`src/rtl/pkt_pkg.sv`:
```
// Shared packet field layout, packet types and ingress FSM states.
// Pure declarations: no latency, no backpressure.
package pkt_pkg;

  localparam int PKT_W    = 13;
  localparam int ADDR_MSB = 12;
  localparam int ADDR_LSB = 11;
  localparam int TYPE_MSB = 10;
  localparam int TYPE_LSB = 9;
  localparam int PAY_MSB  = 8;
  localparam int PAY_LSB  = 1;
  localparam int EOF_BIT  = 0;

  typedef enum logic [1:0] {
    PKT_DATA = 2'b00,
    PKT_CTRL = 2'b01,
    PKT_RESP = 2'b10,
    PKT_ILL  = 2'b11
  } pkt_type_e;

  typedef enum logic [1:0] {
    IDLE  = 2'b00,
    FRAME = 2'b01,
    DROP  = 2'b10
  } ingress_state_e;

endpackage

```
`src/rtl/sat_counter.sv`:
```
// Saturating up-counter with synchronous active-high reset.
// Count reflects an increment one cycle after inc_i; sticks at all-ones.
module sat_counter #(
  parameter int W = 16
) (
  input  logic         clk,
  input  logic         rst,
  input  logic         inc_i,
  output logic [W-1:0] cnt_o
);

  logic [W-1:0] cnt_q, cnt_d;

  always_comb begin
    cnt_d = cnt_q;
    if (inc_i && (cnt_q != {W{1'b1}})) cnt_d = cnt_q + 1'b1;
  end

  always_ff @(posedge clk) begin
    if (rst) cnt_q <= '0;
    else     cnt_q <= cnt_d;
  end

  assign cnt_o = cnt_q;

endmodule

```
`src/rtl/packet_ingress_ctrl.sv`:
```
// Ingress framer: type-checks and frames beats, forwards legal ones one cycle later.
// in_ready is simply !stall; dropped frames are discarded up to their EOF beat.
module packet_ingress_ctrl
  import pkt_pkg::*;
#(
  parameter int MAX_FRAME = 16,
  parameter int CNT_W     = 16
) (
  input  logic             clk,
  input  logic             rst,
  input  logic             in_valid,
  output logic             in_ready,
  input  logic [PKT_W-1:0] in_packet,
  input  logic             stall,
  output logic [PKT_W-1:0] out_packet,
  output logic             data_valid,
  output logic             ctrl_valid,
  output logic             resp_valid,
  output logic             frame_done,
  output logic             drop_err,
  output logic [CNT_W-1:0] cnt_data,
  output logic [CNT_W-1:0] cnt_ctrl,
  output logic [CNT_W-1:0] cnt_resp
);

  localparam int BEAT_W = $clog2(MAX_FRAME + 1);
  localparam logic [BEAT_W-1:0] LAST_OPEN_BEAT = BEAT_W'(MAX_FRAME - 1);

  ingress_state_e    state_q, state_d;
  logic [BEAT_W-1:0] beat_cnt_q, beat_cnt_d;
  pkt_type_e         locked_type_q, locked_type_d;
  logic [PKT_W-1:0]  out_packet_q;
  logic              data_valid_q, ctrl_valid_q, resp_valid_q;
  logic              frame_done_q, drop_err_q;

  logic      accept;
  logic      eof;
  pkt_type_e pkt_type;
  logic      fwd;
  logic      drop;
  logic      inc_data, inc_ctrl, inc_resp;

  assign in_ready = !stall;
  assign accept   = in_valid && !stall;
  assign eof      = in_packet[EOF_BIT];
  assign pkt_type = pkt_type_e'(in_packet[TYPE_MSB:TYPE_LSB]);

  always_comb begin
    fwd           = 1'b0;
    drop          = 1'b0;
    state_d       = state_q;
    beat_cnt_d    = beat_cnt_q;
    locked_type_d = locked_type_q;
    if (accept) begin
      case (state_q)
        IDLE: begin
          if (pkt_type == PKT_ILL) begin
            drop    = 1'b1;
            state_d = eof ? IDLE : DROP;
          end else begin
            fwd           = 1'b1;
            locked_type_d = pkt_type;
            beat_cnt_d    = BEAT_W'(1);
            state_d       = eof ? IDLE : FRAME;
          end
        end
        FRAME: begin
          // locked_type is never PKT_ILL, so an illegal beat lands in the mismatch branch
          if (pkt_type != locked_type_q) begin
            drop    = 1'b1;
            state_d = eof ? IDLE : DROP;
          end else if (eof) begin
            fwd     = 1'b1;
            state_d = IDLE;
          end else if (beat_cnt_q == LAST_OPEN_BEAT) begin
            drop    = 1'b1;
            state_d = DROP;
          end else begin
            fwd        = 1'b1;
            beat_cnt_d = beat_cnt_q + 1'b1;
          end
        end
        DROP: begin
          if (eof) state_d = IDLE;
        end
        default: state_d = IDLE;
      endcase
    end
  end

  assign inc_data = fwd && (pkt_type == PKT_DATA);
  assign inc_ctrl = fwd && (pkt_type == PKT_CTRL);
  assign inc_resp = fwd && (pkt_type == PKT_RESP);

  always_ff @(posedge clk) begin
    if (rst) begin
      state_q       <= IDLE;
      beat_cnt_q    <= '0;
      locked_type_q <= PKT_DATA;
      out_packet_q  <= '0;
      data_valid_q  <= 1'b0;
      ctrl_valid_q  <= 1'b0;
      resp_valid_q  <= 1'b0;
      frame_done_q  <= 1'b0;
      drop_err_q    <= 1'b0;
    end else begin
      state_q       <= state_d;
      beat_cnt_q    <= beat_cnt_d;
      locked_type_q <= locked_type_d;
      data_valid_q  <= inc_data;
      ctrl_valid_q  <= inc_ctrl;
      resp_valid_q  <= inc_resp;
      frame_done_q  <= fwd && eof;
      drop_err_q    <= drop;
      if (fwd) out_packet_q <= in_packet;
    end
  end

  sat_counter #(.W(CNT_W)) u_cnt_data (.clk(clk), .rst(rst), .inc_i(inc_data), .cnt_o(cnt_data));
  sat_counter #(.W(CNT_W)) u_cnt_ctrl (.clk(clk), .rst(rst), .inc_i(inc_ctrl), .cnt_o(cnt_ctrl));
  sat_counter #(.W(CNT_W)) u_cnt_resp (.clk(clk), .rst(rst), .inc_i(inc_resp), .cnt_o(cnt_resp));

  assign out_packet = out_packet_q;
  assign data_valid = data_valid_q;
  assign ctrl_valid = ctrl_valid_q;
  assign resp_valid = resp_valid_q;
  assign frame_done = frame_done_q;
  assign drop_err   = drop_err_q;

endmodule

```
`config.mk`:
```
export PLATFORM = sky130hd
export DESIGN_NAME = packet_ingress_ctrl
export DESIGN_NICKNAME = d
export VERILOG_FILES = /design/src/rtl/pkt_pkg.sv /design/src/rtl/sat_counter.sv /design/src/rtl/packet_ingress_ctrl.sv
export SDC_FILE = /design/constraint.sdc
export NUM_CORES = 1
export LEC_CHECK = 0
export ABC_AREA = 1
export ABC_CLOCK_PERIOD_IN_PS = 1670
export CAP_MARGIN = 20
export CORE_MARGIN = 1
export CORE_UTILIZATION = 47
export DETAILED_ROUTE_END_ITERATION = 8
export HOLD_SLACK_MARGIN = 0.02
export PLACE_DENSITY = 0.88
export SYNTH_ARGS = -nofsm -noshare
export SYNTH_HDL_FRONTEND = slang
export SYNTH_SLANG_ARGS = --single-unit
```
`constraint.sdc`:
```
create_clock -name clk -period 1.67 [get_ports clk]
set_clock_uncertainty 0.15 [all_clocks]
set_input_delay 0.334 -clock clk [delete_from_list [all_inputs] [get_ports clk]]
set_output_delay 0.334 -clock clk [all_outputs]
set_load 0.01 [all_outputs]
```
==> Implementation_results.wiki <==
{| class="wikitable"
! Metric !! Value
|-
| Hold-fix buffer count after cts || 0
|-
| Flops & latches, synth || 75
|-
| Critical Path RT || 1780 ps
|-
| Drc violations || 0
|-
| Antenna violations before repair || 0
|-
| TritonCTS clock tree || done
|-
| Multi-input gate area || 0.002874 mm2
|-
| Detailed Route Iter0 Violations || 651
|-
| Sequential area share after synthesis || 0.3529
|-
| Top cells by count, synth || sky130_fd_sc_hd__nand2_1, sky130_fd_sc_hd__nor2_1, sky130_fd_sc_hd__dfxtp_1
|-
| Estimated wirelength of the detail-placed design || 8621 um
|-
| Final net count || 792
|-
| Area used by sequential logic in the layout || 0.001549 mm2
|-
| First-pass GRT wire length || 22,340 um
|-
| Finish-stage setup viols || 72
|-
| Maximum VDD drop || 0.4549 mV
|-
| Final antenna-violating net count || 0
|-
| Wire length per cell after detailed routing || 19.56 um
|-
| Kind of start point of the critical path || flop
|-
| Critical path capture point type || flop
|-
| Total power per unit cell area || 611.6 mW/mm2
|-
| Outcome || finished, violations left
|-
| Unrepaired setup endpoints after global routing || true
|-
| Synth-to-Final Area Change || 54.53%
|-
| Leakage || 0.002809 uW
|-
| I/O pin total || 84
|-
| Critical path class || flop to flop
|-
| Worst setup slack after layout || -420.7 ps
|-
| Port bufs || 83
|-
| Buf/Inv on CP || 2
|-
| Vias || 5,535
|-
| Longest individual stage delay on the worst path || 350 ps
|-
| Wirelength, routed || 17,270 um
|-
| CTS buffer count || 9
|-
| Cell chosen for the clock root || sky130_fd_sc_hd__clkbuf_8
|-
| Synthesized instance count || 627
|-
| Average size of a mapped cell || 6.785 um2
|-
| Via count of the first global-routing pass || 4,858
|-
| Max-slew violation count || 0
|-
| Effective utilization at floorplan || 0.4878
|-
| Number of diodes added for antenna fixing || 0
|-
| Weighted congestion at the end of routability-driven global placement || 0.8987
|-
| Die H || 97.14 um
|-
| Total global routing overflow || 0
|-
| Average vias per placed instance || 6.268
|-
| Initial DRT Pass Iterations || 5
|-
| Endpoint arrival time on the critical path || 2210 ps
|-
| Minimum setup slack after placement || -639.8 ps
|-
| Count of flip-flops with a built-in enable after synthesis || 0
|-
| Post-synth design cell area || 0.004254 mm2
|-
| Area fraction of the dominant cell type after synthesis || 0.3529
|-
| Most area-hungry cell type in the Yosys netlist || sky130_fd_sc_hd__dfxtp_1
|-
| Clk slew on worst S/H paths || 90 ps
|-
| Part of the cycle the worst path needs || 1.252
|-
| Violated checks || setup timing
|-
| Syn_nets || 649
|-
| Max capacitance violation total || 0
|-
| Clock period minus final worst setup slack || 2091 ps
|-
| CP cell instances || ha_4, nand2_4, nor2_4, ha_4, nand2_4, nand3_4, nand2_8, buf_12, buf_16, nand4_1, a21oi_1
|-
| Setup TNS || -18,500 ps
|-
| Synth top area cells || sky130_fd_sc_hd__dfxtp_1, sky130_fd_sc_hd__nand2_1, sky130_fd_sc_hd__nand4_1
|-
| Count of standard-cell rows || 34
|-
| Most repeated cell in the gate-level netlist after synthesis || sky130_fd_sc_hd__nand2_1
|-
| Clock sink count || 75
|-
| Fillers || 540
|-
| Final Core Density || 0.7538
|-
| Fin. Hold Viols || 0
|-
| F_max || 0.4783 GHz
|-
| Critical path's slowest cell || sky130_fd_sc_hd__dfxtp_2
|-
| Unique masters post-synth || 33
|-
| Die area || 0.009435 mm2
|-
| Worst min path class || primary input to flop
|-
| Slew margin rel. || 0.7103
|-
| Insertion delay to the later sink of the worst-skew pair || 370 ps
|-
| Worst path top cell family by delay || simple AND/OR/NAND/NOR gates
|-
| Fraction of final layout cells sized beyond drive strength 1 || 0.3019
|-
| Total Routing Usage GR || 0.2886
|-
| Core area || 0.008721 mm2
|-
| Fraction of registers with async set or reset after synthesis || 0
|-
| Maximum fanout along the worst path || 8
|-
| Top FF cell, synth || sky130_fd_sc_hd__dfxtp_1
|-
| Yosys warnings || 0
|-
| Least-Margin Pin Slew || 433.0 ps
|-
| Maximum number of pins on one net before global-route repair || 22
|-
| Max clock buf depth || 2
|-
| CTS H-tree depth || 3
|-
| Overall die width || 97.14 um
|-
| Placed cell count || 850
|-
| Number of cells in the finished layout apart from fillers || 883
|}
[area by class of cell]
class	instances	area share
flip-flops and latches	75	0.2356
inverters	49	0.03083
repair inverters	1	0.002474
well taps	108	0.02056
clock buffers	15	0.02684
clock inverters	1	0.004568
multi-input cells	477	0.4372
repair buffers	157	0.2419
[cells by family after synthesis]
group	share of synthesized area
buffers and inverters	0.08677
XOR/XNOR	0.03088
AO/OA/AOI/OAI	0.08735
AND/OR/NAND/NOR	0.4273
flip-flops	0.3529
adder cells (fa/ha/maj)	0.01471
[layout by cell type (no fill, tap or decap), drive strengths merged, types with 18 or more instances in the layout]
master and n:
a21oi 54, dfxtp 75, nand2 175, nor2 92, nand4 62, o21ai 18, buf 71, clkbuf 19
nand3 37, dlygate4sd2 67, inv 50
[metrics by stage]
step	area, um2	power (uW)	hold slack (ps)
after floorplan	4300	2109	293.9
after global placement	5584	2284	309.4
after detailed placement	5584	2296	318.2
after CTS	6058	3843	88.10
after global routing	6574	4119	101.6
final	6574	4020	97.28
[path summary, 6_finish.rpt]
path,slack (ps),depth (start not counted),startpoint,endpoint
max,-420,11,beat_cnt_q[0]$_SDFFE_PP0P_,u_cnt_data.cnt_o[2]$_SDFFE_PP0P_
max reg2reg,-420,11,beat_cnt_q[0]$_SDFFE_PP0P_,u_cnt_data.cnt_o[2]$_SDFFE_PP0P_
min reg2reg,330,2,locked_type_q[0]$_SDFFE_PP0P_,locked_type_q[0]$_SDFFE_PP0P_
min,100,2,rst,u_cnt_ctrl.cnt_o[2]$_SDFFE_PP0P_
[worst reg2reg max path, cell delays in order (launching register included)]
cell                      delay (ps)
sky130_fd_sc_hd__dfxtp_2         350
sky130_fd_sc_hd__ha_4            180
sky130_fd_sc_hd__nand2_4          80
sky130_fd_sc_hd__nor2_4           40
sky130_fd_sc_hd__ha_4            170
sky130_fd_sc_hd__nand2_4          70
sky130_fd_sc_hd__nand3_4         160
sky130_fd_sc_hd__nand2_8         220
sky130_fd_sc_hd__buf_12          140
sky130_fd_sc_hd__buf_16          110
sky130_fd_sc_hd__nand4_1          90
sky130_fd_sc_hd__a21oi_1         230
[repair_timing]
action                                 4_1_cts  5_1_grt
cloned                                       7        4
pin swaps                                   17       24
endpoints found under the hold margin        0        0
setup buffers                                2        5
setup endpoints to repair                  137       76
resized for setup                          134       96
[report_power, final]
part	internal (uW)	switching, uW	leakage [uW]
registers	1820	35.0	0.000626
logic	281	354	0.00208
clock network	817	709	0.000104
total	2920	1100	0.00281
[registers in the layout, summed over array words and instances, names as in the netlist, 2 cells and up]
register and cells:
out_packet 13, u_cnt_data.cnt_o 16, locked_type_q 2, state_q 2, u_cnt_resp.cnt_o 16, u_cnt_ctrl.cnt_o 16
beat_cnt_q 5
[per-layer routing]
metal	track usage	part of all wire
met1	0.3380	0.35
met2	0.4962	0.47
met3	0.04892	0.10
met4	0.1665	0.079
met5	0	0
Note: power is estimated with default switching activity, not from simulation.
